===== src/rtl/hazard_ctrl_unit.sv =====
// ---------------------------------------------------------------------------
// hazard_ctrl_unit
//   Hazard control for the MIPS pipeline: per-operand forwarding select over
//   FWD_STAGES later stages (youngest wins), load-use stall with EX bubble,
//   MUL/DIV busy tracking that stalls dependent issue, and branch-mispredict /
//   jump flush which overrides every stall.
//
// Ports
//   clk, rst_n               clock, asynchronous active-low reset
//   rs/rt_iss_hz_i           source registers of the ISSUE instruction
//   rs/rt/rd_ex_hz_i         source/destination registers of the EX instruction
//   mem_to_reg_ex_hz_i       EX instruction is a load
//   reg_wr_ex_hz_i           EX instruction writes a register
//   rd_fwd_hz_i              destination per forwarding stage (stage 1 in LSBs)
//   reg_wr_fwd_hz_i          register-write enable per forwarding stage
//   branch_taken_ex_hz_i     EX branch resolved taken
//   brn_pred_ex_hz_i         EX branch was predicted taken
//   jump_iss_hz_i            jump resolved in ISSUE
//   md_start_ex_hz_i         MUL/DIV launch pulse from EX
//   md_use_iss_hz_i          ISSUE instruction depends on the MUL/DIV unit
//   stall_fetch/iss_hz_o     hold PC/fetch and ISSUE registers
//   flush_ex/iss_hz_o        load NO-OP into EX / ISSUE registers
//   fwd_p1/p2_hz_o           operand source: 0 = regfile, k = stage k
//   md_busy_hz_o, md_done_hz_o  MUL/DIV in progress / last busy cycle
//
// Optional feature macro: HZ_PERF_CNT_EN
//   When defined, adds saturating 32-bit stall_cnt_hz_o and flush_cnt_hz_o.
// ---------------------------------------------------------------------------
module hazard_ctrl_unit #(
   parameter int REG_ADDR_W = 5,
   parameter int FWD_STAGES = 2,
   parameter int MD_LATENCY = 8
) (
   input  logic                             clk,
   input  logic                             rst_n,
   input  logic [REG_ADDR_W-1:0]            rs_iss_hz_i,
   input  logic [REG_ADDR_W-1:0]            rt_iss_hz_i,
   input  logic [REG_ADDR_W-1:0]            rs_ex_hz_i,
   input  logic [REG_ADDR_W-1:0]            rt_ex_hz_i,
   input  logic [REG_ADDR_W-1:0]            rd_ex_hz_i,
   input  logic                             mem_to_reg_ex_hz_i,
   input  logic                             reg_wr_ex_hz_i,
   input  logic [FWD_STAGES*REG_ADDR_W-1:0] rd_fwd_hz_i,
   input  logic [FWD_STAGES-1:0]            reg_wr_fwd_hz_i,
   input  logic                             branch_taken_ex_hz_i,
   input  logic                             brn_pred_ex_hz_i,
   input  logic                             jump_iss_hz_i,
   input  logic                             md_start_ex_hz_i,
   input  logic                             md_use_iss_hz_i,
   output logic                             stall_fetch_hz_o,
   output logic                             stall_iss_hz_o,
   output logic                             flush_ex_hz_o,
   output logic                             flush_iss_hz_o,
   output logic [1:0]                       fwd_p1_hz_o,
   output logic [1:0]                       fwd_p2_hz_o,
   output logic                             md_busy_hz_o,
`ifdef HZ_PERF_CNT_EN
   output logic                             md_done_hz_o,
   output logic [31:0]                      stall_cnt_hz_o,
   output logic [31:0]                      flush_cnt_hz_o
`else
   output logic                             md_done_hz_o
`endif
);

   // active_q rises on the first clock edge after reset release, so that
   // release takes effect on an edge while assertion clears outputs at once.
   logic       active_q;
   logic [7:0] md_cnt_q, md_cnt_d;
   logic [1:0] fwd_p1, fwd_p2;
   logic       mispredict, lu, mds, stall, md_start;

   always_ff @(posedge clk or negedge rst_n) begin
      if (!rst_n) active_q <= 1'b0;
      else        active_q <= 1'b1;
   end

   // Scan oldest to youngest so the youngest matching stage is the last write.
   always_comb begin
      fwd_p1 = 2'd0;
      fwd_p2 = 2'd0;
      for (int k = FWD_STAGES; k >= 1; k--) begin
         if (reg_wr_fwd_hz_i[k-1] && (rd_fwd_hz_i[k*REG_ADDR_W-1 -: REG_ADDR_W] != '0)) begin
            if (rd_fwd_hz_i[k*REG_ADDR_W-1 -: REG_ADDR_W] == rs_ex_hz_i) fwd_p1 = 2'(k);
            if (rd_fwd_hz_i[k*REG_ADDR_W-1 -: REG_ADDR_W] == rt_ex_hz_i) fwd_p2 = 2'(k);
         end
      end
   end

   assign mispredict = branch_taken_ex_hz_i & ~brn_pred_ex_hz_i;
   assign lu         = mem_to_reg_ex_hz_i & reg_wr_ex_hz_i & (|rd_ex_hz_i) &
                       ((rd_ex_hz_i == rs_iss_hz_i) | (rd_ex_hz_i == rt_iss_hz_i));
   assign mds        = md_use_iss_hz_i & ((md_cnt_q != 8'd0) | md_start_ex_hz_i);
   assign stall      = (lu | mds) & ~mispredict & ~jump_iss_hz_i;
   assign md_start   = md_start_ex_hz_i & active_q;

   // A start while busy is ignored; the running count is never reloaded.
   always_comb begin
      md_cnt_d = md_cnt_q;
      if (md_cnt_q == 8'd0) begin
         if (md_start) md_cnt_d = 8'(MD_LATENCY);
      end else begin
         md_cnt_d = md_cnt_q - 8'd1;
      end
   end

   always_ff @(posedge clk or negedge rst_n) begin
      if (!rst_n) md_cnt_q <= 8'd0;
      else        md_cnt_q <= md_cnt_d;
   end

   assign stall_fetch_hz_o = active_q & stall;
   assign stall_iss_hz_o   = active_q & stall;
   assign flush_ex_hz_o    = active_q & (mispredict | stall);
   assign flush_iss_hz_o   = active_q & (mispredict | jump_iss_hz_i);
   assign fwd_p1_hz_o      = active_q ? fwd_p1 : 2'd0;
   assign fwd_p2_hz_o      = active_q ? fwd_p2 : 2'd0;
   assign md_busy_hz_o     = active_q & (md_cnt_q != 8'd0);
   assign md_done_hz_o     = active_q & (md_cnt_q == 8'd1);

`ifdef HZ_PERF_CNT_EN
   logic [31:0] stall_cnt_q, stall_cnt_d, flush_cnt_q, flush_cnt_d;

   function automatic logic [31:0] sat_inc(input logic [31:0] v, input logic en);
      sat_inc = (en && (v != 32'hFFFF_FFFF)) ? v + 32'd1 : v;
   endfunction

   assign stall_cnt_d = sat_inc(stall_cnt_q, stall_iss_hz_o);
   assign flush_cnt_d = sat_inc(flush_cnt_q, flush_iss_hz_o);

   always_ff @(posedge clk or negedge rst_n) begin
      if (!rst_n) begin
         stall_cnt_q <= 32'd0;
         flush_cnt_q <= 32'd0;
      end else begin
         stall_cnt_q <= stall_cnt_d;
         flush_cnt_q <= flush_cnt_d;
      end
   end

   assign stall_cnt_hz_o = stall_cnt_q;
   assign flush_cnt_hz_o = flush_cnt_q;
`endif

endmodule

===== config.mk =====
export PLATFORM = sky130hd
export DESIGN_NAME = hazard_ctrl_unit
export DESIGN_NICKNAME = d
export VERILOG_FILES = /design/src/rtl/hazard_ctrl_unit.sv
export SDC_FILE = /design/constraint.sdc
export NUM_CORES = 1
export LEC_CHECK = 0
export CORE_MARGIN = 1.5
export CORE_UTILIZATION = 35
export DETAILED_ROUTE_END_ITERATION = 10
export PLACE_DENSITY = 0.87
export SLEW_MARGIN = 20
export SYNTH_ARGS = -nofsm -noshare
export SYNTH_HDL_FRONTEND = slang
export SYNTH_SLANG_ARGS = --single-unit

===== constraint.sdc =====
create_clock -name clk -period 6.6 [get_ports clk]
set_clock_uncertainty 0.2 [all_clocks]
set_input_delay 1.32 -clock clk [delete_from_list [all_inputs] [get_ports clk]]
set_output_delay 1.32 -clock clk [all_outputs]
set_load 0.02 [all_outputs]

==> results.yml <==
synth:
  yosysWarningCount: 0
  synth_compound_gate_area_share_pct: 11.20
  synthAdderAreaFrac_pct: 3.861
  ys_types: 35
  syn_area_per_cell_sq_um: 8.838
  synth_top_family_by_area: "XOR/XNOR gates"
  syn_area_sq_um: 972.2
  post_syn_nets: 159
  synth.area.mux_share_pct: 3.346
  synth_xor_xnor_area_share_pct: 29.73
  synth_edf_count: 0
  synthSimpleGateAreaFrac_pct: 26.25
  synth_top_flop_cell: "dfrtp_1"
  synthesis.instances: 110
  ys_async_sr_fraction_pct: 100.0
  synth_sequential_area_ratio_pct: 23.17
  synth-seq-cells: 9
timing:
  timing.final.max_slew_violations: 0
  period_minus_slack_ns: 5.029
  maxClockFrequency_ghz: 0.1988
  rsz0062_at_grt: "false"
  post-route-period-util_pct: 76.20
  finalSetupViolations: 0
  worst-slew-pin-transition_ns: 0.5789
  setup-tns-final_ns: 0
  timing.slew.headroom_pct: 61.32
  final_number_of_hold_violating_endpoints: 0
  layout_setup_ws_ns: 1.571
global_route:
  first_pass_grt_wire_length_um: 4947
  number_of_antenna_violations_at_the_first_check_in_global_routing: 0
  grtUsageTotal_pct: 19.93
  grt_max_degree: 11
  global_route.overflow_total: 0
  first_global_vias: 1121
power:
  cellLeakagePower_nw: 0.5983
  power_per_cell_area_nw_per_um2: 196.3
  vdd_drop_max_mv: 0.1803
  pwr_total_uw: 308.9
worst_setup_path:
  worst-endpoint-required_ns: 5.08
  worstPathMaxFanout: 3
  r2r_slack_ns: 4.28
  critical_path.endpoint_type: "primary output"
  worst_r2r_startpoint: "md_cnt_q[0]"
  crit_path_max_incr_delay_ns: 0.64
  criticalPathCategory: "in2out"
  critPathSlowestCell: "clkdlybuf4s50_1"
  critical-path-top-delay-family: "buffers and inverters"
  startpoint_type_of_the_worst_setup_path: "primary input"
  critical_path.most_common_cell: "clkdlybuf4s50_1"
  arrival_ns: 3.51
  cp_num_buf_inv: 2
  worst_setup_path_startpoint: "rd_fwd_hz_i[2]"
  path_cells: "clkdlybuf4s50_1 -> or4_4 -> o21ai_2 -> nor4_1 -> nor4_2 -> clkdlybuf4s50_1"
clock_tree:
  clkTransAtPathRegs_ns: 0.06
  cts.sinks: 9
  cts.repair_timing.setup_buffer_count: 0
  number_of_resized_instances_in_the_post_cts_repair_step: 0
  cts_tree: "done"
  cts_root_buf: "clkbuf_4"
  insertion_delay_ns: 0.26
  cts_max_path_buffers: 2
  number_of_buffers_inserted_for_hold_repair_after_clock_tree_synthesis: 0
  cts_htree_levels: 1
  cts_made_buffers: 3
final_layout:
  antennaDiodeCount: 0
  mostFrequentLayoutCell: "clkdlybuf4s50_1"
  layout.nets: 217
  layout-area-overhead-vs-synth_pct: 61.90
  postLayoutCellArea_sq_um: 1574
  most-common-layout-cells: "55 x clkdlybuf4s50_1, 25 x xor2_1, 9 x dfrtp_1"
  layout-drive-gt1-share_pct: 5.389
  finish.cell_count_without_fillers: 197
floorplanning:
  core_region_area_sq_um: 2545
  starting_density_of_the_core_pct: 38.20
  boundaryPins: 56
  placementRows: 18
  die_h_um: 55.71
  floorplan.die_area_sq_um: 3103
  dieWidth_um: 55.71
place:
  placed_cells_incl_taps: 193
  hpwlAfterDp_um: 2476
  dpl_worst_slack_ns: 1.587
  port_buffers: 55
  place_congestion: 0.9461
  placed_cell_area_sq_um: 1548
detailed_routing:
  postRouteAntennaNets: 0
  route.vias.total: 1030
  number_of_remaining_drc_errors: 0
  via_per_inst: 5.228
  drt_pre_antenna_iters: 4
  route.final.wire_length_um: 3013
  avgRoutedWirePerCell_um: 15.29
  drtIter0Drc: 26
status:
  outcome: "finished clean"
flow_run:
  maxCapViolations: 0
min_path:
  hold_start: "md_cnt_q[6]"
  min-delay-path-class: "reg2reg"
## through the flow
stage / hold slack (ns) / util (%)
2_1_floorplan: 0.2878 / -
3_3_place_gp: 0.3040 / 60.82
3_5_place_dp: 0.3193 / 60.82
4_1_cts: 0.3334 / 61.85
5_1_grt: 0.3556 / 61.85
6_report: 0.3344 / 61.85
## registers in the layout (all words and copies together), names as in the netlist
signal / flops
md_cnt_q: 8
active_q: 1
## worst reg2reg max path: cells and delay by family, from the launching register on
kind / cells / cell delay [ns]
muxes: 2 / 0.43
and+or+nand+nor: 2 / 0.80
adders and majority gates: 1 / 0.21
buffers and inverters: 1 / 0.15
DFF: 1 / 0.41
## report_power, final
part | total (mW) | leakage, nW | switching, mW | internal, mW
Combinational | 0.151 | 0.476 | 0.0693 | 0.0819
Sequential | 0.116 | 0.107 | 0.0349 | 0.0811
Clock | 0.0417 | 0.0150 | 0.0185 | 0.0233
## logic make-up (layout without fill, tap and decap cells)
group	count (synthesis)	after routing
other cells	1	1
xor+xnor	33	33
simple gates	41	41
fa+ha+maj	3	3
compound gates	16	16
mux	3	3
flops	9	9
buf+inv	4	61
## per-layer routing
metal	track usage, %	routed length, um	vias to the layer above
met5	0	0	-
met4	10.45	91	0
met3	3.488	246	11
met2	34.86	1519	51
met1	22.97	1155	468
li1	-	-	500
## final timing paths
| kind | depth (start not counted) | to |
|---|---|---|
| setup reg to reg | 6 | md_cnt_q[3] |
| hold / removal | 1 | md_cnt_q[6] |
| min in group asynchronous | 1 | md_cnt_q[2] |
| setup / recovery | 6 | fwd_p1_hz_o[1] |
| hold reg to reg | 1 | md_cnt_q[6] |
| max in group asynchronous | 1 | active_q |
## cell type report
class	instances	area (sq um)
well taps	30	37.54
clock buffers	4	26.28
fillers	234	970.9
flip-flops and latches	9	225.2
inverters	2	7.507
multi-input cells	97	726.9
repair buffers	55	550.5
## synth_stat cells, types with 2 or more instances
cell      number  share of area (%)
ha_1           3                3.9
xnor2_1        8                7.2
and2_1         3                1.9
o211ai_1       4                3.1
or3_1          2                1.3
a31oi_1        2                1.3
xor2_1        25                 23
a21oi_1        4                2.1
dfrtp_1        9                 23
nor3b_1        2                1.5
nor3_1         6                3.1
nor4_1         2                1.3
inv_1          2               0.77
nor2_1         4                1.5
nor2b_1        3                1.9
nand3_1        2                1.0
nand2_1        8                3.1
or4_1          3                2.3
nor4_2         2                2.6
No activity file was read; power rests on OpenSTA's default activity.
